--- src/rtl/fetch_queue_if.sv ---
// AXI read-address / read-data bundle between the fetch queue (master) and CRAM (slave).
interface fetch_queue_if #(
    parameter int unsigned DataW = 32,
    parameter int unsigned IdW   = 4
) ();
    logic [31:0]      araddr;
    logic             arvalid;
    logic             arready;
    logic [IdW-1:0]   arid;
    logic [7:0]       arlen;
    logic [2:0]       arsize;
    logic [1:0]       arburst;
    logic             arlock;
    logic [3:0]       arcache;
    logic [2:0]       arprot;
    logic [3:0]       arqos;
    logic             rvalid;
    logic [DataW-1:0] rdata;
    logic             rready;
    logic [IdW-1:0]   rid;
    logic [1:0]       rresp;
    logic             rlast;

    modport master (
        output araddr, arvalid, arid, arlen, arsize, arburst, arlock, arcache, arprot, arqos,
        output rready,
        input  arready, rvalid, rdata, rid, rresp, rlast
    );

    modport slave (
        input  araddr, arvalid, arid, arlen, arsize, arburst, arlock, arcache, arprot, arqos,
        input  rready,
        output arready, rvalid, rdata, rid, rresp, rlast
    );
endinterface

--- src/rtl/fetch_queue.sv ---
// Instruction-fetch front end: keeps CRAM reads in flight, buffers returned words, predecodes
// jumps/branches to steer the fetch PC itself, and drains stale responses after a flush.
module fetch_queue #(
    parameter int unsigned AddrW  = 15,
    parameter int unsigned DataW  = 32,
    parameter int unsigned InstrW = 6,
    parameter int unsigned TgtW   = 15,
    parameter int unsigned QDepth = 4,
    parameter int unsigned MaxOut = 4,
    parameter int unsigned PcStep = 4
) (
    input  logic             clk_i,
    input  logic             rst_ni,
    input  logic             ce_i,
    input  logic             take_flag_i,
    input  logic             pred_miss_i,
    input  logic [AddrW-1:0] pred_miss_dst_i,
    fetch_queue_if.master    cram,
    input  logic             ready_i,
    output logic             current_valid_o,
    output logic [AddrW-1:0] current_pc_o,
    output logic [DataW-1:0] current_inst_o,
    output logic [AddrW-1:0] taken_pc_o,
    output logic [AddrW-1:0] untaken_pc_o
);
    localparam int unsigned PtrW  = $clog2(QDepth);
    localparam int unsigned TPtrW = (MaxOut > 1) ? $clog2(MaxOut) : 1;
    localparam int unsigned CntW  = $clog2(QDepth + 1);

    localparam logic [InstrW-1:0] OpBle  = InstrW'(6'h10);
    localparam logic [InstrW-1:0] OpBlei = InstrW'(6'h11);
    localparam logic [InstrW-1:0] OpBlt  = InstrW'(6'h12);
    localparam logic [InstrW-1:0] OpBltf = InstrW'(6'h13);
    localparam logic [InstrW-1:0] OpBlti = InstrW'(6'h14);
    localparam logic [InstrW-1:0] OpBeq  = InstrW'(6'h15);
    localparam logic [InstrW-1:0] OpBeqf = InstrW'(6'h16);
    localparam logic [InstrW-1:0] OpBeqi = InstrW'(6'h17);
    localparam logic [InstrW-1:0] OpJmp  = InstrW'(6'h18);

    typedef struct packed {
        logic [AddrW-1:0] pc;
        logic [DataW-1:0] inst;
        logic             take;
    } entry_t;

    function automatic logic is_branch(input logic [InstrW-1:0] op);
        return op inside {OpBle, OpBlei, OpBlt, OpBltf, OpBlti, OpBeq, OpBeqf, OpBeqi};
    endfunction

    logic [AddrW-1:0] fetch_pc_q, fetch_pc_d, araddr_q, araddr_d;
    logic             arvalid_q, arvalid_d, stale_q, stale_d;
    logic [CntW-1:0]  out_q, out_d, drop_q, drop_d, cnt_q, cnt_d;
    logic [PtrW-1:0]  wptr_q, wptr_d, rptr_q, rptr_d;
    logic [TPtrW-1:0] twptr_q, twptr_d, trptr_q, trptr_d;
    entry_t           fifo_mem [QDepth];
    logic [AddrW-1:0] tag_mem  [MaxOut];

    logic             ar_hs, r_beat, r_keep, redirect, issue, pop, credit_ok;
    logic [InstrW-1:0] r_op;
    logic [AddrW-1:0] redir_tgt;
    entry_t           head, r_entry;

    assign cram.araddr  = 32'(araddr_q);
    assign cram.arvalid = arvalid_q;
    assign cram.arid    = '0;
    assign cram.arlen   = 8'd0;
    assign cram.arsize  = 3'd2;
    assign cram.arburst = 2'd1;
    assign cram.arlock  = 1'b0;
    assign cram.arcache = 4'd0;
    assign cram.arprot  = 3'd0;
    assign cram.arqos   = 4'd0;
    assign cram.rready  = 1'b1;

    // Beats arriving with nothing outstanding predate a reset and are ignored.
    assign ar_hs     = arvalid_q && cram.arready;
    assign r_beat    = cram.rvalid && (out_q != '0);
    assign r_keep    = r_beat && (drop_q == '0) && !pred_miss_i;
    assign r_op      = cram.rdata[DataW-1 -: InstrW];
    assign redirect  = r_keep && ((r_op == OpJmp) || (is_branch(r_op) && take_flag_i));
    assign redir_tgt = (r_op == OpJmp) ? AddrW'(cram.rdata[21:0]) : AddrW'(cram.rdata[TgtW-1:0]);
    assign credit_ok = (32'(out_q) + 32'(cnt_q) + 32'(drop_q) < QDepth) && (32'(out_q) < MaxOut);
    assign issue     = !arvalid_q && ce_i && !pred_miss_i && credit_ok;
    assign pop       = (cnt_q != '0) && ready_i && ce_i && !pred_miss_i;
    assign r_entry   = '{pc: tag_mem[trptr_q], inst: cram.rdata, take: take_flag_i};

    always_comb begin
        arvalid_d  = arvalid_q;
        araddr_d   = araddr_q;
        fetch_pc_d = fetch_pc_q;
        out_d      = out_q;
        drop_d     = drop_q;
        stale_d    = stale_q;
        if (ar_hs) begin
            arvalid_d = 1'b0;
            out_d     = out_d + CntW'(1);
            stale_d   = 1'b0;
            if (stale_q) drop_d = drop_d + CntW'(1);
        end
        if (issue) begin
            arvalid_d  = 1'b1;
            araddr_d   = fetch_pc_q;
            fetch_pc_d = fetch_pc_q + AddrW'(PcStep);
        end
        if (r_beat) begin
            out_d = out_d - CntW'(1);
            if (drop_q != '0) drop_d = drop_d - CntW'(1);
        end
        // Everything already requested is on the wrong path, including a still-pending AR.
        if (pred_miss_i) begin
            fetch_pc_d = pred_miss_dst_i;
            drop_d     = out_d;
            stale_d    = arvalid_d;
        end else if (redirect) begin
            fetch_pc_d = redir_tgt;
            drop_d     = out_d;
            stale_d    = arvalid_d;
        end
    end

    always_comb begin
        wptr_d  = wptr_q;
        rptr_d  = rptr_q;
        cnt_d   = cnt_q;
        twptr_d = twptr_q;
        trptr_d = trptr_q;
        if (r_keep) begin
            wptr_d = (wptr_q == PtrW'(QDepth - 1)) ? '0 : wptr_q + PtrW'(1);
            cnt_d  = cnt_d + CntW'(1);
        end
        if (pop) begin
            rptr_d = (rptr_q == PtrW'(QDepth - 1)) ? '0 : rptr_q + PtrW'(1);
            cnt_d  = cnt_d - CntW'(1);
        end
        if (pred_miss_i) begin
            wptr_d = '0;
            rptr_d = '0;
            cnt_d  = '0;
        end
        if (ar_hs) twptr_d = (twptr_q == TPtrW'(MaxOut - 1)) ? '0 : twptr_q + TPtrW'(1);
        if (r_beat) trptr_d = (trptr_q == TPtrW'(MaxOut - 1)) ? '0 : trptr_q + TPtrW'(1);
    end

    always_ff @(posedge clk_i or negedge rst_ni) begin
        if (!rst_ni) begin
            fetch_pc_q <= '0;
            araddr_q   <= '0;
            arvalid_q  <= 1'b0;
            stale_q    <= 1'b0;
            out_q      <= '0;
            drop_q     <= '0;
            cnt_q      <= '0;
            wptr_q     <= '0;
            rptr_q     <= '0;
            twptr_q    <= '0;
            trptr_q    <= '0;
        end else begin
            fetch_pc_q <= fetch_pc_d;
            araddr_q   <= araddr_d;
            arvalid_q  <= arvalid_d;
            stale_q    <= stale_d;
            out_q      <= out_d;
            drop_q     <= drop_d;
            cnt_q      <= cnt_d;
            wptr_q     <= wptr_d;
            rptr_q     <= rptr_d;
            twptr_q    <= twptr_d;
            trptr_q    <= trptr_d;
        end
    end

    always_ff @(posedge clk_i) begin
        if (r_keep) fifo_mem[wptr_q] <= r_entry;
        if (ar_hs) tag_mem[twptr_q] <= araddr_q;
    end

    assign head = fifo_mem[rptr_q];

    always_comb begin
        current_valid_o = (cnt_q != '0);
        current_pc_o    = '0;
        current_inst_o  = '0;
        taken_pc_o      = '0;
        untaken_pc_o    = '0;
        if (cnt_q != '0) begin
            current_pc_o   = head.pc;
            current_inst_o = head.inst;
            if (is_branch(head.inst[DataW-1 -: InstrW])) begin
                taken_pc_o   = head.take ? AddrW'(head.inst[TgtW-1:0])
                                         : head.pc + AddrW'(PcStep);
                untaken_pc_o = head.take ? head.pc + AddrW'(PcStep)
                                         : AddrW'(head.inst[TgtW-1:0]);
            end
        end
    end
endmodule

--- src/flat_wrapper.sv ---
// flat-port wrapper written by rule: the top's interface ports become plain ports
module fetch_queue_flat 
#(
    parameter int unsigned AddrW  = 15,
    parameter int unsigned DataW  = 32,
    parameter int unsigned InstrW = 6,
    parameter int unsigned TgtW   = 15,
    parameter int unsigned QDepth = 4,
    parameter int unsigned MaxOut = 4,
    parameter int unsigned PcStep = 4
)
  (clk_i, rst_ni, ce_i, take_flag_i, pred_miss_i, pred_miss_dst_i, ready_i, current_valid_o, current_pc_o, current_inst_o, taken_pc_o, untaken_pc_o, cram_araddr, cram_arvalid, cram_arid, cram_arlen, cram_arsize, cram_arburst, cram_arlock, cram_arcache, cram_arprot, cram_arqos, cram_rready, cram_arready, cram_rvalid, cram_rdata, cram_rid, cram_rresp, cram_rlast);
  fetch_queue_if #(.DataW(DataW)) cram_i ();
  input  logic clk_i;
  input  logic rst_ni;
  input  logic ce_i;
  input  logic take_flag_i;
  input  logic pred_miss_i;
  input  logic [AddrW-1:0] pred_miss_dst_i;
  input  logic ready_i;
  output logic current_valid_o;
  output logic [AddrW-1:0] current_pc_o;
  output logic [DataW-1:0] current_inst_o;
  output logic [AddrW-1:0] taken_pc_o;
  output logic [AddrW-1:0] untaken_pc_o;
  output wire logic [$bits(cram_i.araddr)-1:0] cram_araddr;
  output wire logic [$bits(cram_i.arvalid)-1:0] cram_arvalid;
  output wire logic [$bits(cram_i.arid)-1:0] cram_arid;
  output wire logic [$bits(cram_i.arlen)-1:0] cram_arlen;
  output wire logic [$bits(cram_i.arsize)-1:0] cram_arsize;
  output wire logic [$bits(cram_i.arburst)-1:0] cram_arburst;
  output wire logic [$bits(cram_i.arlock)-1:0] cram_arlock;
  output wire logic [$bits(cram_i.arcache)-1:0] cram_arcache;
  output wire logic [$bits(cram_i.arprot)-1:0] cram_arprot;
  output wire logic [$bits(cram_i.arqos)-1:0] cram_arqos;
  output wire logic [$bits(cram_i.rready)-1:0] cram_rready;
  input wire logic [$bits(cram_i.arready)-1:0] cram_arready;
  input wire logic [$bits(cram_i.rvalid)-1:0] cram_rvalid;
  input wire logic [$bits(cram_i.rdata)-1:0] cram_rdata;
  input wire logic [$bits(cram_i.rid)-1:0] cram_rid;
  input wire logic [$bits(cram_i.rresp)-1:0] cram_rresp;
  input wire logic [$bits(cram_i.rlast)-1:0] cram_rlast;
  assign cram_araddr = cram_i.araddr;
  assign cram_arvalid = cram_i.arvalid;
  assign cram_arid = cram_i.arid;
  assign cram_arlen = cram_i.arlen;
  assign cram_arsize = cram_i.arsize;
  assign cram_arburst = cram_i.arburst;
  assign cram_arlock = cram_i.arlock;
  assign cram_arcache = cram_i.arcache;
  assign cram_arprot = cram_i.arprot;
  assign cram_arqos = cram_i.arqos;
  assign cram_rready = cram_i.rready;
  assign cram_i.arready = cram_arready;
  assign cram_i.rvalid = cram_rvalid;
  assign cram_i.rdata = cram_rdata;
  assign cram_i.rid = cram_rid;
  assign cram_i.rresp = cram_rresp;
  assign cram_i.rlast = cram_rlast;
  fetch_queue #(.AddrW(AddrW), .DataW(DataW), .InstrW(InstrW), .TgtW(TgtW), .QDepth(QDepth), .MaxOut(MaxOut), .PcStep(PcStep)) u_core (.clk_i(clk_i), .rst_ni(rst_ni), .ce_i(ce_i), .take_flag_i(take_flag_i), .pred_miss_i(pred_miss_i), .pred_miss_dst_i(pred_miss_dst_i), .cram(cram_i), .ready_i(ready_i), .current_valid_o(current_valid_o), .current_pc_o(current_pc_o), .current_inst_o(current_inst_o), .taken_pc_o(taken_pc_o), .untaken_pc_o(untaken_pc_o));
endmodule
--- config.mk ---
export PLATFORM = sky130hd
export DESIGN_NAME = fetch_queue_flat
export DESIGN_NICKNAME = d
export VERILOG_FILES = /design/src/rtl/fetch_queue_if.sv /design/src/rtl/fetch_queue.sv /design/src/flat_wrapper.sv
export SDC_FILE = /design/constraint.sdc
export NUM_CORES = 1
export LEC_CHECK = 0
export CAP_MARGIN = 25
export CORE_UTILIZATION = 35
export DETAILED_ROUTE_END_ITERATION = 8
export DONT_BUFFER_PORTS = 1
export PLACE_DENSITY = 0.45
export RECOVER_POWER = 25
export SLEW_MARGIN = 5
export SYNTH_ARGS = -nofsm -noshare
export SYNTH_HDL_FRONTEND = slang
export SYNTH_SLANG_ARGS = --single-unit
--- constraint.sdc ---
create_clock -name clk_i -period 7.2 [get_ports clk_i]
set_input_delay 1.44 -clock clk_i [delete_from_list [all_inputs] [get_ports clk_i]]
set_output_delay 1.44 -clock clk_i [all_outputs]
set_load 0.005 [all_outputs]
==> summary.txt <==
DRT Pass-1 Iters: 4
Max H-tree Level: 2
Final Max Slew Viols: 0
Final setup fails: 0
Largest net degree at the start of global routing: 50
Crit Path Category: reg -> out
Die H: 198 microns
Hold path endpoint: u_core.fetch_pc_q[1]
Final #Nets: 974
RSZ-0062 raised after global routing: false
Finished Core Util: 39.5%
Share of cells above drive strength 1: 15.0%
Clock Latency Late Sink: 500 ps
Vias in the first global route: 6846
FILL cells: 3522
Post-route DRC: 0
Share of flip-flops with an asynchronous set or reset: 16.3%
Synth area leader: edfxtp_1
Clock-pin slew on the worst setup and hold paths: 60 ps
Avg Synthesized Cell Area: 15.3 sq um
Final min period: 4770 ps
Power Dens Cells: 327 nW/um^2
R2R Path End: u_core.fetch_pc_q[13]
Sequential element share of the synthesized area: 65.2%
Leakage: 5.15 nW
Hold Slack: 485 ps
CP max FO: 35
Total negative setup slack: 0 ps
Ranking of synthesized cells by area: edfxtp_1, mux4_2, dfrtp_1
IO Count: 203
Diode count: 0
Crit share post-route: 66.2%
CTS tree: done
Pin slew with the least headroom to its limit: 972 ps
Core Rows: 71
Hold_sp: u_core.fetch_pc_q[1]
Worst EP arrival: 3330 ps
EDFF count, synth: 252
Post-synth top area share: 56.1%
Antenna-violating nets left: 0
CTS resizes: 0
Grt total ovfl: 0
CTS Buffer Depth: 3
Max-Slew Margin vs Limit: 35.1%
Register bit total from synthesis: 301
Worst R2R Path Depth: 9
HP Class: reg -> reg
Initial core utilization: 35.7%
FMAX: 210 MHz
Synth Flop Type: edfxtp_1
Root buf cell: clkbuf_16
Final hold vios: 0
Mapped Cells: 883
VDD IR max: 192 uV
Synth cell count leaders: edfxtp_1, nand2_1, mux4_2
Clock Sink Count: 301
Post-CTS setup buffer count: 0
Initial DRC count: 356
Die width: 198 microns
Wirelength per Cell: 22.6 microns
Core area: 37800 sq um
Final instance area: 14900 sq um
Worst EP required: 5760 ps
Status: finished clean
Clock Skews: 13.1 ps
Final Power: 0.00487 W
WHS Path Cells: 2
GRT Util Overall: 16.2%
Die ar.: 39300 sq um
Layout area overhead: 10.6%
Post-synth cell types: 50
Cell area after synthesis: 13500 sq um
Port Buf Inserts: 0
Gpl congestion: 0.740
CP endpoint kind: output port
Most frequent cell after synthesis: edfxtp_1
Vias: 7035
Warnings from Yosys: 0
Num CTS Buffers: 35
Initial antenna violation count: 0
Start of the worst register-to-register path: u_core.cnt_q[0]
Detailed Place HPWL: 21.1 mm
Via density: 4.96
R2R setup slack: 3940 ps
Final wirelength: 32.0 mm
Post-CTS Hold Buffers: 0
First-pass GRT wire length: 46.4 mm
Max Cap Viol: 0
Cell Area, Placed: 13800 sq um
Critical Path Start Type: register
metrics by stage:
stage | setup slack, ps | std cells
floorplan | 3370 | 928
global placement | 2790 | 1358
detailed placement | 2790 | 1358
CTS | 2240 | 1418
global route | 2230 | 1419
finish | 2430 | 1419
flip-flops by register name (all words and copies together), names as in the netlist, 3 cells and up:
name               flops
u_core.araddr_q       15
u_core.cnt_q           3
u_core.drop_q          3
u_core.fetch_pc_q     15
u_core.fifo_mem      192
u_core.out_q           3
u_core.tag_mem        60
critical path, cell delays in order, from the launching register on:
cell	delay, ps
dfrtp_4	890
mux4_2	730
ha_1	290
nand2_1	160
nor3_1	100
xnor2_1	220
a211oi_1	390
metal layers:
layer,wire length [microns],vias up,track usage [%]
met1,14900,3607,23.0
met4,472,0,3.65
met5,0,-,0
met2,14700,162,25.1
met3,1980,32,3.95
li1,-,3234,-
where the power goes:
part,internal (W),switching [W],total (W)
Clock,0.00102,0.000683,0.00170
Sequential,0.00213,0.000216,0.00234
Combinational,0.000348,0.000481,0.000829
Total,0.00349,0.00138,0.00487
cell type report:
cell class,instances,area [sq um],area share (%)
Sequential cell,301,8800,59.0
Multi-Input combinational cell,520,4230,28.3
Clock buffer,42,922,6.18
Tap cell,511,639,4.28
Clock inverter,18,174,1.17
Timing Repair Buffer,11,103,0.688
Inverter,16,60.1,0.402
kinds of logic (layout without fill, tap and decap cells):
logic type,count (synthesis),after routing,share of synthesized area [%]
AO/OA/AOI/OAI,73,73,3.80
XOR/XNOR,36,36,2.34
adder cells (fa/ha/maj),27,27,2.56
buffers and inverters,107,87,4.79
flip-flops,301,301,65.2
multiplexers,79,79,11.8
other,2,47,0.0557
AND/OR/NAND/NOR,258,258,9.45
cell usage in the layout, fill, tap and decap left out, types with 3 or more instances in the layout:
cell type	instances
xnor2_1	26
mux2i_1	11
dfrtp_1	47
clkinv_2	5
nand3_1	15
inv_1	16
nor2b_1	4
and2_1	47
conb_1	47
mux4_1	5
a211o_1	8
a211oi_1	22
a31oi_1	9
clkbuf_1	5
nand2b_1	3
nor4_1	3
nand2_1	94
nor2_1	48
xor2_1	10
nand4_1	4
edfxtp_1	252
clkinv_1	5
buf_4	10
o21ai_0	3
a21oi_1	18
and2_2	4
mux2_2	5
and3_1	8
clkinvlp_4	3
ha_1	26
nor3_1	18
bufinv_16	3
mux4_2	56
clkbuf_16	35
worst max path at each step:
| stage | slack (ps) | from | to |
|---|---|---|---|
| 5_1_grt | 2230 | u_core.rptr_q[1] | taken_pc_o[10] |
| 2_1_floorplan | 3370 | pred_miss_i | u_core.fifo_mem[0][0] |
| 3_3_place_gp | 2790 | u_core.rptr_q[0] | taken_pc_o[13] |
| 6_report | 2430 | u_core.rptr_q[0] | untaken_pc_o[10] |
| 4_1_cts | 2240 | u_core.rptr_q[0] | taken_pc_o[13] |
| 3_5_place_dp | 2790 | u_core.rptr_q[0] | taken_pc_o[13] |
Note: power is estimated with default switching activity, not from simulation.
